==> src/rtl/ahb_pkg.sv <==
// Shared AHB encodings for the decoder, the response mux and slaves.
// Latency: n/a (constants and types only).
// Backpressure: n/a.
package ahb_pkg;

  localparam logic [1:0] HTRANS_IDLE   = 2'b00;
  localparam logic [1:0] HTRANS_BUSY   = 2'b01;
  localparam logic [1:0] HTRANS_NONSEQ = 2'b10;
  localparam logic [1:0] HTRANS_SEQ    = 2'b11;

  localparam logic HRESP_OKAY  = 1'b0;
  localparam logic HRESP_ERROR = 1'b1;

  // Data-phase state of the response mux.
  typedef enum logic [1:0] {
    MUX_IDLE  = 2'd0,
    MUX_SLAVE = 2'd1,
    MUX_ERR1  = 2'd2,
    MUX_ERR2  = 2'd3
  } mux_state_e;

endpackage

==> src/rtl/ahb_default_slave.sv <==
// Default slave: answers unmapped transfers with the two-cycle AHB ERROR response.
// Latency: ERR1 the cycle after err_start_i, ERR2 the cycle after that.
// Backpressure: holds hready low during ERR1; ERR2 is an acceptance cycle.
module ahb_default_slave
  import ahb_pkg::*;
(
  input  logic clk_i,
  input  logic rst_n_i,
  input  logic err_start_i,
  output logic busy_o,
  output logic hready_o,
  output logic hresp_o
);

  mux_state_e state_q, state_d;

  // State register; only IDLE, ERR1 and ERR2 are ever used here.
  always_ff @(posedge clk_i or negedge rst_n_i) begin
    if (!rst_n_i) state_q <= MUX_IDLE;
    else          state_q <= state_d;
  end

  // Next state and response outputs of the error sequence.
  always_comb begin
    state_d  = state_q;
    busy_o   = 1'b0;
    hready_o = 1'b1;
    hresp_o  = HRESP_OKAY;
    case (state_q)
      MUX_ERR1: begin
        busy_o   = 1'b1;
        hready_o = 1'b0;
        hresp_o  = HRESP_ERROR;
        state_d  = MUX_ERR2;
      end
      MUX_ERR2: begin
        busy_o   = 1'b1;
        hresp_o  = HRESP_ERROR;
        // ERR2 completes with hready high, so a new unmapped transfer may start here.
        state_d  = err_start_i ? MUX_ERR1 : MUX_IDLE;
      end
      default: begin
        state_d  = err_start_i ? MUX_ERR1 : MUX_IDLE;
      end
    endcase
  end

endmodule

==> src/rtl/ahb_slave_mux.sv <==
// AHB data-phase response mux with built-in default slave; optional wait timeout (AHB_SLAVE_MUX_TIMEOUT_EN).
// Latency: zero-cycle combinational return of the selected slave's response; select registered on acceptance.
// Backpressure: bus HREADY follows the selected slave (or default slave); selection holds while HREADY is low.
module ahb_slave_mux
  import ahb_pkg::*;
#(
  parameter int SLAVE_DEVICES  = 4,
  parameter int AHB_DATA_WIDTH = 32,
  parameter int TIMEOUT_CYCLES = 16
) (
  input  logic                                    ahb_clk_in,
  input  logic                                    ahb_rstn_in,
  input  logic [1:0]                              ahb_htrans_in,
  input  logic [SLAVE_DEVICES-1:0]                slave_sel_in,
  input  logic [SLAVE_DEVICES*AHB_DATA_WIDTH-1:0] slave_hrdata_in,
  input  logic [SLAVE_DEVICES-1:0]                slave_hreadyout_in,
  input  logic [SLAVE_DEVICES-1:0]                slave_hresp_in,
  output logic [AHB_DATA_WIDTH-1:0]               ahb_hrdata_out,
  output logic                                    ahb_hready_out,
  output logic                                    ahb_hresp_out,
  output logic [SLAVE_DEVICES-1:0]                data_sel_out
`ifdef AHB_SLAVE_MUX_TIMEOUT_EN
  ,output logic                                   timeout_out
`endif
);

  logic [SLAVE_DEVICES-1:0]  sel_q, sel_d;
  logic                      sel_rdy, sel_resp;
  logic [AHB_DATA_WIDTH-1:0] sel_data;
  logic                      slave_active, xfer_active, sel_onehot;
  logic                      accept, abort, err_start;
  logic                      err_busy, err_hready, err_hresp;

  assign slave_active = |sel_q;
  assign xfer_active  = (ahb_htrans_in == HTRANS_NONSEQ) || (ahb_htrans_in == HTRANS_SEQ);
  // Zero or multi-hot selects are unmapped and go to the default slave.
  assign sel_onehot   = (slave_sel_in != '0) &&
                        ((slave_sel_in & (slave_sel_in - 1'b1)) == '0);

  // AND-OR mux of the registered one-hot select; all zero when no slave owns the data phase.
  always_comb begin
    sel_rdy  = 1'b0;
    sel_resp = 1'b0;
    sel_data = '0;
    for (int i = 0; i < SLAVE_DEVICES; i++) begin
      if (sel_q[i]) begin
        sel_rdy  = sel_rdy  | slave_hreadyout_in[i];
        sel_resp = sel_resp | slave_hresp_in[i];
        sel_data = sel_data | slave_hrdata_in[i*AHB_DATA_WIDTH +: AHB_DATA_WIDTH];
      end
    end
  end

  assign ahb_hready_out = err_busy ? err_hready : (slave_active ? sel_rdy : 1'b1);
  assign ahb_hresp_out  = err_busy ? err_hresp  : (slave_active ? sel_resp : HRESP_OKAY);
  assign ahb_hrdata_out = sel_data;
  assign data_sel_out   = sel_q;
  assign accept         = ahb_hready_out;
  assign err_start      = abort | (accept & xfer_active & ~sel_onehot);

`ifdef AHB_SLAVE_MUX_TIMEOUT_EN
  localparam int CNT_W = (TIMEOUT_CYCLES > 2) ? $clog2(TIMEOUT_CYCLES) : 1;
  localparam logic [CNT_W-1:0] CNT_LAST = CNT_W'(TIMEOUT_CYCLES - 1);

  logic [CNT_W-1:0] wait_cnt_q, wait_cnt_d;

  assign abort       = slave_active & ~sel_rdy & (wait_cnt_q == CNT_LAST);
  assign timeout_out = abort;

  // Wait counter: cleared on every acceptance (covers entry to SLAVE), counts stalled SLAVE cycles.
  always_comb begin
    wait_cnt_d = wait_cnt_q;
    if (accept || abort)                wait_cnt_d = '0;
    else if (slave_active && !sel_rdy)  wait_cnt_d = wait_cnt_q + 1'b1;
  end

  // Wait counter register.
  always_ff @(posedge ahb_clk_in or negedge ahb_rstn_in) begin
    if (!ahb_rstn_in) wait_cnt_q <= '0;
    else              wait_cnt_q <= wait_cnt_d;
  end
`else
  assign abort = 1'b0;
`endif

  // Select capture: only on acceptance edges; an abort drops the stalled slave.
  always_comb begin
    sel_d = sel_q;
    if (abort)       sel_d = '0;
    else if (accept) sel_d = (xfer_active && sel_onehot) ? slave_sel_in : '0;
  end

  // Registered data-phase select.
  always_ff @(posedge ahb_clk_in or negedge ahb_rstn_in) begin
    if (!ahb_rstn_in) sel_q <= '0;
    else              sel_q <= sel_d;
  end

  ahb_default_slave u_default_slave (
    .clk_i       (ahb_clk_in),
    .rst_n_i     (ahb_rstn_in),
    .err_start_i (err_start),
    .busy_o      (err_busy),
    .hready_o    (err_hready),
    .hresp_o     (err_hresp)
  );

endmodule

==> config.mk <==
export PLATFORM = sky130hd
export DESIGN_NAME = ahb_slave_mux
export DESIGN_NICKNAME = d
export VERILOG_FILES = /design/src/rtl/ahb_pkg.sv /design/src/rtl/ahb_default_slave.sv /design/src/rtl/ahb_slave_mux.sv
export SDC_FILE = /design/constraint.sdc
export NUM_CORES = 1
export LEC_CHECK = 0
export ABC_AREA = 1
export BUFFER_PORTS_ARGS = -buffer_cell sky130_fd_sc_hd__buf_2
export CORE_ASPECT_RATIO = 0.5
export CORE_MARGIN = 4
export CORE_UTILIZATION = 28
export DETAILED_ROUTE_END_ITERATION = 12
export PLACE_DENSITY_LB_ADDON = 0.15
export SYNTH_ARGS = -nofsm -noshare
export SYNTH_HDL_FRONTEND = slang
export SYNTH_SLANG_ARGS = --single-unit
==> constraint.sdc <==
create_clock -name ahb_clk_in -period 0.9 [get_ports ahb_clk_in]
set_input_delay 0.09 -clock ahb_clk_in [delete_from_list [all_inputs] [get_ports ahb_clk_in]]
set_output_delay 0.09 -clock ahb_clk_in [all_outputs]
set_load 0.02 [all_outputs]
==> summary.txt, run 1 <==
Setup path
  – Slowest cell delay on critical path: 440 ps
  – CP Cell Sequence: nand2_4 -> nand2_4 -> nor2_4 -> nand3_4 -> nand2_4 -> inv_2 -> buf_6
  – Crit path max-delay family: flip-flops
  – Most Frequent Cell on Critical Path: nand2_4
  – WS Path Type: register to output pin
  – Highest-delay cell along the critical path: dfrtp_2
  – CP Data Arrival Time: 1230 ps
  – Critical path capture point type: output pin
  – CP max FO: 5
  – Req. time, crit path: 810 ps
  – Worst path bufs/invs: 2
  – CP startpoint kind: register

Logic synthesis
  – EDFF count, synth: 0
  – Dominant synthesized flop cell: dfrtp_1
  – Count of cell types in the netlist: 17
  – Synth cell count leaders: 150 x nand2_1, 37 x nand4_1, 10 x inv_1
  – Cell area after synthesis: 1280 sq um
  – Register area share after synthesis: 11.8%
  – Synth area leaders: nand2_1 44%, nand4_1 18%, dfrtp_1 12%, nand2_4 4.4%, buf_6 3.5%
  – Mapped Cells: 243
  – Post-Syn Nets: 387
  – Yosys top cell area share: 44.1%
  – Ys Warns: 0
  – Ys async rst share: 100%
  – Flops & latches, synth: 6
  – Mean post-synth cell area: 5.25 sq um
  – Most numerous cell in the Yosys netlist: nand2_1
  – Synth area leader: nand2_1

Timing
  – Skew final: 9.41 ps
  – Max Freq: 0.759 GHz
  – TNS Setup: -15520 ps
  – Worst slew margin: 89.1%
  – Finish-stage setup viols: 43
  – Post-layout minimum cycle time: 1320 ps
  – Worst Tran Pin Value: 163 ps
  – Final setup margin: -418 ps
  – Fin. Hold Viols: 0
  – Final period utilization: 146%
  – Final slew viol count: 0
  – RSZ-0062 raised after global routing: true

Final layout
  – Area grow syn2layout: 83.0%
  – Inserted Diodes: 0
  – Share of layout cells above drive strength 1: 50.7%
  – # fillers: 470
  – Final Instance Count excl. Fillers: 483
  – Final net count: 571

Floorplanning
  – Core ar.: 4400 sq um
  – Die area: 5770 sq um
  – Die Y: 55.7 um
  – # rows: 17
  – Initial Util: 29.0%
  – Die X: 103 um
  – IO Pins: 182

Detailed routing
  – DR pass1 iterations: 4
  – Metal3 WL: 454 um
  – Routed wl met2: 3270 um
  – Antenna Nets Post-Route: 0
  – Via-to-Cell Ratio: 4.69
  – Via Count: 2263
  – DRC viols: 0
  – Highest routed layer: met4
  – 1st-iter DRT viols: 65
  – Wirelength per Cell: 12.2 um
  – M1 WL: 2130 um
  – Total Wirelength: 5910 um

Flow run
  – Max-cap violation count: 0

Clock tree
  – CTS Buf Count: 3
  – CTS root buffer: clkbuf_8
  – H-tree depth: 1
  – # clock sinks: 6
  – CTS tree: built
  – CTS Buffer Depth: 2
  – Clk pin slew, worst setup/hold paths: 40 ps
  – Clk Latency, worst-skew pair: 230 ps

Power and ir drop
  – Total power: 2.80 mW
  – Pwr dens: 1200 nW/um^2
  – Max VDD drop: 718 uV
  – Leakage power total: 1.41 nW

Global route
  – First-pass GRT wire length: 8870 um
  – Total gr overflow: 0
  – Largest net degree at the start of global routing: 23
  – Initial antenna violation count: 0
  – Vias in the first global route: 2157
  – Total GRT Usage: 18.3%

Outcome
  – Failing checks: setup timing
  – Status: finished, violations left

Placed design
  – RePlAce Congestion: 0.744
  – Place WS: -229 ps
  – Post-DP HPWL: 5010 um
  – Port bufs: 180
  – Inst Count DP: 475

Hold path
  – Hold crit path type: input port to register
## worst register-to-register path: stages, from the launching register on
cell,delay [ps]
dfrtp_2,440
nand2_4,100
nand2_4,50
nor2_4,110
nand3_4,80
buf_4,140
buf_4,130
nand3_1,60
nand2_1,60
## power breakdown
| group | leakage, nW | switching, mW | internal (mW) |
|---|---|---|---|
| Clock | 0.0228 | 0.126 | 0.305 |
| Sequential | 0.0726 | 0.0648 | 0.331 |
| Combinational | 1.31 | 1.13 | 0.843 |
## per-stage QoR
stage / hold slack, ps / instance area [sq um] / util (%)
5_1_grt: 221 / 2340 / 53.1
2_1_floorplan: -206 / 1310 / -
3_3_place_gp: -80.5 / 2220 / 50.4
3_5_place_dp: -78.7 / 2220 / 50.4
6_report: 183 / 2340 / 53.1
4_1_cts: 166 / 2310 / 52.4
## logic make-up after synthesis
kind of cell	synth area share (%)
and+or+nand+nor	72.8
buffers and inverters	12.8
AOI/OAI and AO/OA	2.55
DFF	11.8
## cell type report
| cell class | count | area (sq um) | area share (%) |
|---|---|---|---|
| Timing Repair Buffer | 195 | 1050 | 44.9 |
| Multi-Input combinational cell | 208 | 967 | 41.4 |
| Sequential cell | 6 | 155 | 6.64 |
| Tap cell | 57 | 71.3 | 3.05 |
| Inverter | 13 | 48.8 | 2.09 |
| Clock buffer | 4 | 45.0 | 1.93 |
## worst paths after layout
path,start,endpoint,slack (ps),depth (start not counted)
setup / recovery,data_sel_out[1]$_DFFE_PN0P_,ahb_hready_out,-420,7
hold / removal,ahb_htrans_in[1],u_default_slave.state_q[1]$_DFF_PN0_,180,3
setup reg to reg,data_sel_out[1]$_DFFE_PN0P_,data_sel_out[0]$_DFFE_PN0P_,-390,8
max in group asynchronous,ahb_rstn_in,data_sel_out[2]$_DFFE_PN0P_,520,2
min in group asynchronous,ahb_rstn_in,data_sel_out[3]$_DFFE_PN0P_,210,2
hold reg to reg,u_default_slave.state_q[0]$_DFF_PN0_,u_default_slave.state_q[0]$_DFF_PN0_,420,1
## timing repair
action	4_1_cts	5_1_grt
hold endpoints to repair	6	0
setup buffers	2	1
hold buffers	1	0
setup endpoints to repair	43	43
pin swaps	2	6
resized for setup	5	6
## layout by cell type, fill, tap and decap left out
cell type        n
buf_2          179
nand2_1        149
nand4_1         37
inv_1            9
buf_4            8
buf_6            6
nand2_4          5
nand3_1          5
inv_2            4
nor2_1           4
dfrtp_2          4
clkbuf_8         3
nor2_2           2
dfrtp_1          2
nor2_4           1
nand2_2          1
a21oi_4          1
nand3_4          1
a22o_1           1
o21bai_1         1
clkbuf_1         1
dlygate4sd3_1    1
buf_8            1
## routing by layer
layer  global-route usage [%]  up-vias
li1                         -     1155
met1                     18.8     1032
met2                     36.9       70
met3                     4.13        6
met4                     3.87        0
met5                        0        -
## state kept, by name, summed over array words and instances (netlist names)
register and cells:
data_sel_out 4, u_default_slave.state_q 2
Power figures use the tool's default switching activity.
==> inputs of run 2 (changes only) <==
- ABC_AREA: 1 -> not set
- CORE_UTILIZATION: 28 -> 25
==> summary.txt, run 2 <==
Global route
  – Largest net degree at the start of global routing: 21
  – Vias in the first global route: 2075
  – First-pass GRT wire length: 9490 um
  – Total gr overflow: 0
  – Total GRT Usage: 22.2%
  – Initial antenna violation count: 0

Setup path
  – RR Endpoint: u_default_slave.state_q[1]$_DFF_PN0_
  – CP Cell Sequence: buf_12 -> nor4_4 -> nor3_4 -> nor2_2 -> buf_6
  – CP startpoint kind: register
  – Slowest cell delay on critical path: 410 ps
  – Highest-delay cell along the critical path: dfrtp_2
  – CP Data Arrival Time: 1430 ps
  – CP Depth: 5
  – R2R depth: 5
  – CP max FO: 8
  – Worst R2R Start: data_sel_out[1]$_DFFE_PN0P_
  – Worst path bufs/invs: 2
  – Critical path capture point type: output pin
  – Crit path max-delay family: simple AND/OR/NAND/NOR gates
  – Register-to-register setup slack: -470 ps
  – WS Path Type: register to output pin
  – Req. time, crit path: 810 ps

Logic synthesis
  – Count of cell types in the netlist: 28
  – Post-Syn Nets: 291
  – Most numerous cell in the Yosys netlist: a22oi_1
  – Ys Warns: 0
  – Synth area leader: a22oi_1
  – Synth cell count leaders: 64 x a22oi_1, 33 x nand2_1, 12 x clkbuf_1
  – Mean post-synth cell area: 7.13 sq um
  – Dominant synthesized flop cell: dfrtp_1
  – Synth area leaders: a22oi_1 46%, dfrtp_1 14%, nand2_1 12%, clkbuf_1 4.3%, o2bb2ai_1 3.3%
  – Ys async rst share: 100%
  – Cell area after synthesis: 1050 sq um
  – Register area share after synthesis: 14.3%
  – Flops & latches, synth: 6
  – Mapped Cells: 147
  – Yosys top cell area share: 45.8%
  – EDFF count, synth: 0

Clock tree
  – CTS root buffer: clkbuf_8
  – CTS Buf Count: 3
  – CTS tree: built
  – CTS Buffer Depth: 2
  – # clock sinks: 6
  – Clk pin slew, worst setup/hold paths: 40 ps
  – H-tree depth: 1
  – Clk Latency, worst-skew pair: 230 ps

Flow run
  – Max-cap violation count: 0

Timing
  – Fin. Hold Viols: 0
  – Skew final: 3.30 ps
  – Post-layout minimum cycle time: 1520 ps
  – Worst slew margin: 74.1%
  – Worst Tran Pin Value: 384 ps
  – Finish-stage setup viols: 43
  – Final setup margin: -621 ps
  – Max Freq: 0.657 GHz
  – RSZ-0062 raised after global routing: true
  – Final period utilization: 169%
  – Final slew viol count: 0

Floorplanning
  – Die area: 5360 sq um
  – IO Pins: 182
  – Die X: 99.6 um
  – # rows: 16
  – Die Y: 53.8 um
  – Core ar.: 3960 sq um
  – Initial Util: 26.5%

Detailed routing
  – Total Wirelength: 7070 um
  – DR pass1 iterations: 4
  – DRC viols: 0
  – 1st-iter DRT viols: 68
  – Wirelength per Cell: 17.4 um
  – Via-to-Cell Ratio: 5.20
  – Via Count: 2106
  – Antenna Nets Post-Route: 0

Final layout
  – Reg area: 155 sq um
  – Final Instance Count excl. Fillers: 405
  – Share of layout cells above drive strength 1: 89.7%
  – Post-Layout Inst Area: 3120 sq um
  – Most common cell after layout, fill and taps aside: buf_2
  – Multi-input logic area: 1210 sq um
  – Final net count: 496
  – Inserted Diodes: 0
  – Max reg flops: 4
  – Area grow syn2layout: 197%
  – # fillers: 288
  – Most frequent cells in the layout: 151 x buf_2, 62 x a22oi_2, 33 x buf_6

Hold path
  – Hold EP: data_sel_out[0]$_DFFE_PN0P_
  – Hold crit path type: input port to register
  – Hold depth: 3
  – Hold Startpoint: ahb_htrans_in[1]

Placed design
  – Port bufs: 180
  – RePlAce Congestion: 0.738
  – Post-DP HPWL: 4730 um
  – Placed Area: 2390 sq um
  – Inst Count DP: 384

Power and ir drop
  – Pwr dens: 1830 nW/um^2
  – Leakage power total: 1.50 nW
  – Total power: 5.70 mW
  – Max VDD drop: 1400 uV

Outcome
  – Failing checks: setup timing
  – Status: finished, violations left
[run 2: cell count changes in the layout (fill, tap and decap cells not counted), moves of 10 or more]
| cell | previous run | this run |
|---|---|---|
| a22oi_2 | 0 | 62 |
| buf_12 | 0 | 10 |
| buf_2 | 179 | 151 |
| buf_6 | 6 | 33 |
| nand2_1 | 149 | 8 |
| nand2_2 | 1 | 25 |
| nand4_1 | 37 | 2 |
[run 2: routing by layer]
layer  wire, um  share of wire [%]  GRT usage [%]  vias up
met5          0                  0              0        -
met4        104                1.5           5.44        0
met3        489                6.9           3.10       12
met2       3870                 55           45.9       90
met1       2600                 37           24.6      996
li1           -                  -              -     1008
[run 2: timing repair]
item,CTS,global route
gates cloned,4,5
buffers inserted,9,2
resized for setup,75,41
hold endpoints to repair,6,0
hold buffers,1,0
pin swaps,16,37
endpoints found under the setup margin,43,43
[run 2: worst max path at each step]
stage | start | to | slack [ps]
global route | data_sel_out[0]$_DFFE_PN0P_ | ahb_hresp_out | -700
detailed placement | data_sel_out[3]$_DFFE_PN0P_ | ahb_hready_out | -430
floorplan | data_sel_out[1]$_DFFE_PN0P_ | u_default_slave.state_q[1]$_DFF_PN0_ | -470
global placement | data_sel_out[3]$_DFFE_PN0P_ | ahb_hready_out | -410
CTS | data_sel_out[3]$_DFFE_PN0P_ | ahb_hready_out | -630
finish | data_sel_out[1]$_DFFE_PN0P_ | ahb_hready_out | -620
[run 2: cell type report]
| type | instances | share of cell area, % |
|---|---|---|
| sequential | 6 | 4.98 |
| multi-input combinational | 123 | 38.9 |
| inverter | 2 | 0.241 |
| clock buffer | 4 | 1.45 |
| timing repair buffer | 216 | 52.2 |
| tap | 54 | 2.17 |
[run 2: cells by family (layout without fill, tap and decap cells)]
kind of cell,Yosys count,after routing,share of synthesized area (%)
simple gates,46,46,21.1
compound gates,77,77,56.2
buf+inv,18,222,8.35
flops,6,6,14.3
[run 2: worst min-delay path, cell delays in order]
cell	delay (ps)
buf_2	120
nand4_1	70
o2bb2ai_1	60
[run 2: power by group]
group / leakage, nW / switching, mW / internal [mW]
Clock: 0.0228 / 0.124 / 0.305
Combinational: 1.40 / 2.38 / 2.48
Sequential: 0.0722 / 0.0607 / 0.349
[run 2: through the flow]
step                      hold slack [ps]  setup TNS (ps)  setup WS, ps  utilization [%]
final                                 154          -20360          -621             78.6
after global routing                  172          -22250          -703             78.6
after CTS                             156          -22550          -626             73.7
after detailed placement            -85.7          -13220          -427             60.2
after global placement              -86.7          -12630          -414             60.2
after floorplan                      -206          -10760          -473                -
==> inputs of run 3 (changes only) <==
- PLACE_DENSITY: not set -> 0.78
- PLACE_DENSITY_LB_ADDON: 0.15 -> not set
==> summary.txt, run 3 (synthesized netlist as in run 2, its figures left out) <==
Outcome
  – Status: finished, violations left
  – Failing checks: setup timing

Final layout
  – Post-Layout Inst Area: 3190 sq um
  – Area grow syn2layout: 205%
  – Max reg flops: 4
  – Share of layout cells above drive strength 1: 90.9%
  – Final Util: 80.6%
  – Final net count: 497
  – Most frequent cells in the layout: 142 x buf_2, 62 x a22oi_2, 40 x buf_6
  – Final Instance Count excl. Fillers: 406
  – Inserted Diodes: 0
  – Most common cell after layout, fill and taps aside: buf_2
  – # fillers: 252

Power and ir drop
  – Max VDD drop: 1480 uV
  – Pwr dens: 1880 nW/um^2
  – Total power: 6.00 mW
  – Leakage power total: 1.52 nW

Detailed routing
  – DRC viols: 0
  – 1st-iter DRT viols: 108
  – Antenna Nets Post-Route: 0
  – Via Count: 2158
  – Total Wirelength: 7700 um
  – Wirelength per Cell: 19.0 um
  – Via-to-Cell Ratio: 5.32
  – DR pass1 iterations: 4

Setup path
  – Slowest cell delay on critical path: 430 ps
  – CP startpoint kind: register
  – CP Data Arrival Time: 1490 ps
  – Highest-delay cell along the critical path: dfrtp_2
  – CP Cell Sequence: buf_8 -> buf_12 -> buf_16 -> a22oi_2 -> nand2_2 -> buf_6
  – CP max FO: 4
  – Critical path capture point type: output pin
  – Register-to-register setup slack: -560 ps
  – WS Path Type: register to output pin
  – Req. time, crit path: 810 ps

Placed design
  – Placed Area: 2400 sq um
  – Port bufs: 180
  – RePlAce Congestion: 0.816
  – Inst Count DP: 383
  – Post-DP HPWL: 5060 um

Clock tree
  – CTS tree: built
  – CTS Buffer Depth: 2
  – CTS root buffer: clkbuf_8
  – H-tree depth: 1
  – Clk pin slew, worst setup/hold paths: 40 ps
  – Clk Latency, worst-skew pair: 220 ps
  – CTS Buf Count: 3
  – # clock sinks: 6

Floorplanning
  – IO Pins: 182
  – Die Y: 53.8 um
  – Die X: 99.6 um
  – Initial Util: 26.5%
  – Die area: 5360 sq um
  – Core ar.: 3960 sq um
  – # rows: 16

Timing
  – Worst Tran Pin Value: 385 ps
  – Finish-stage setup viols: 43
  – Worst slew margin: 74.0%
  – Final slew viol count: 0
  – RSZ-0062 raised after global routing: true
  – Fin Hold WS: 175 ps
  – Skew final: 4.12 ps
  – Final period utilization: 176%
  – Post-layout minimum cycle time: 1580 ps
  – Final setup margin: -680 ps
  – Max Freq: 0.633 GHz
  – Fin. Hold Viols: 0

Global route
  – Total GRT Usage: 25.8%
  – Vias in the first global route: 2331
  – Total gr overflow: 0
  – Largest net degree at the start of global routing: 20
  – Initial antenna violation count: 0
  – First-pass GRT wire length: 10900 um

Flow run
  – Max-cap violation count: 0

Hold path
  – Hold crit path type: input port to register
[run 3: worst max-delay path: cells and delay by family, from the launching register on]
| kind | cells | cell delay [ps] |
|---|---|---|
| buffers and inverters | 4 | 540 |
| DFF | 1 | 430 |
| AOI/OAI and AO/OA | 1 | 170 |
| and+or+nand+nor | 1 | 110 |
[run 3: timing repair]
item | 4_1_cts | 5_1_grt
buffers inserted | 12 | 7
setup endpoints to repair | 43 | 43
endpoints found under the hold margin | 6 | 0
hold buffers | 1 | 0
resized for setup | 109 | 35
gates cloned | 7 | 0
pin swaps | 56 | 20
[run 3: final cells by class]
class / count / area (sq um) / area share (%)
Clock buffer: 4 / 45.0 / 1.41
Inverter: 2 / 7.51 / 0.235
Multi-Input combinational cell: 123 / 1240 / 38.9
Sequential cell: 6 / 155 / 4.86
Tap cell: 54 / 67.6 / 2.12
Timing Repair Buffer: 217 / 1680 / 52.5
[run 3: final timing paths]
path                                                 startpoint                                   end  depth (start not counted)
max in group asynchronous                           ahb_rstn_in           data_sel_out[1]$_DFFE_PN0P_                          2
min reg2reg                u_default_slave.state_q[0]$_DFF_PN0_  u_default_slave.state_q[0]$_DFF_PN0_                          2
max                                 data_sel_out[0]$_DFFE_PN0P_                    ahb_hrdata_out[22]                          6
max reg2reg                         data_sel_out[0]$_DFFE_PN0P_  u_default_slave.state_q[1]$_DFF_PN0_                          5
min in group asynchronous                           ahb_rstn_in           data_sel_out[2]$_DFFE_PN0P_                          2
min                                            ahb_htrans_in[1]  u_default_slave.state_q[1]$_DFF_PN0_                          3
[run 3: through the flow]
stage / setup slack, ps / setup TNS [ps]
after floorplan: -473 / -10760
after global placement: -403 / -11120
after detailed placement: -417 / -11840
after global routing: -725 / -23600
after CTS: -660 / -22550
final: -680 / -21800
[run 3: metal layers]
| metal | track usage, % | share of wire, % |
|---|---|---|
| met3 | 2.98 | 4.1 |
| met4 | 10.2 | 1.9 |
| met2 | 49.7 | 56 |
| met5 | 0 | 0 |
| met1 | 30.2 | 38 |
[run 3: where the power goes]
group          internal (mW)  switching (mW)
Sequential             0.349          0.0830
Clock                  0.306           0.126
Combinational           2.66            2.48
Total                   3.31            2.69
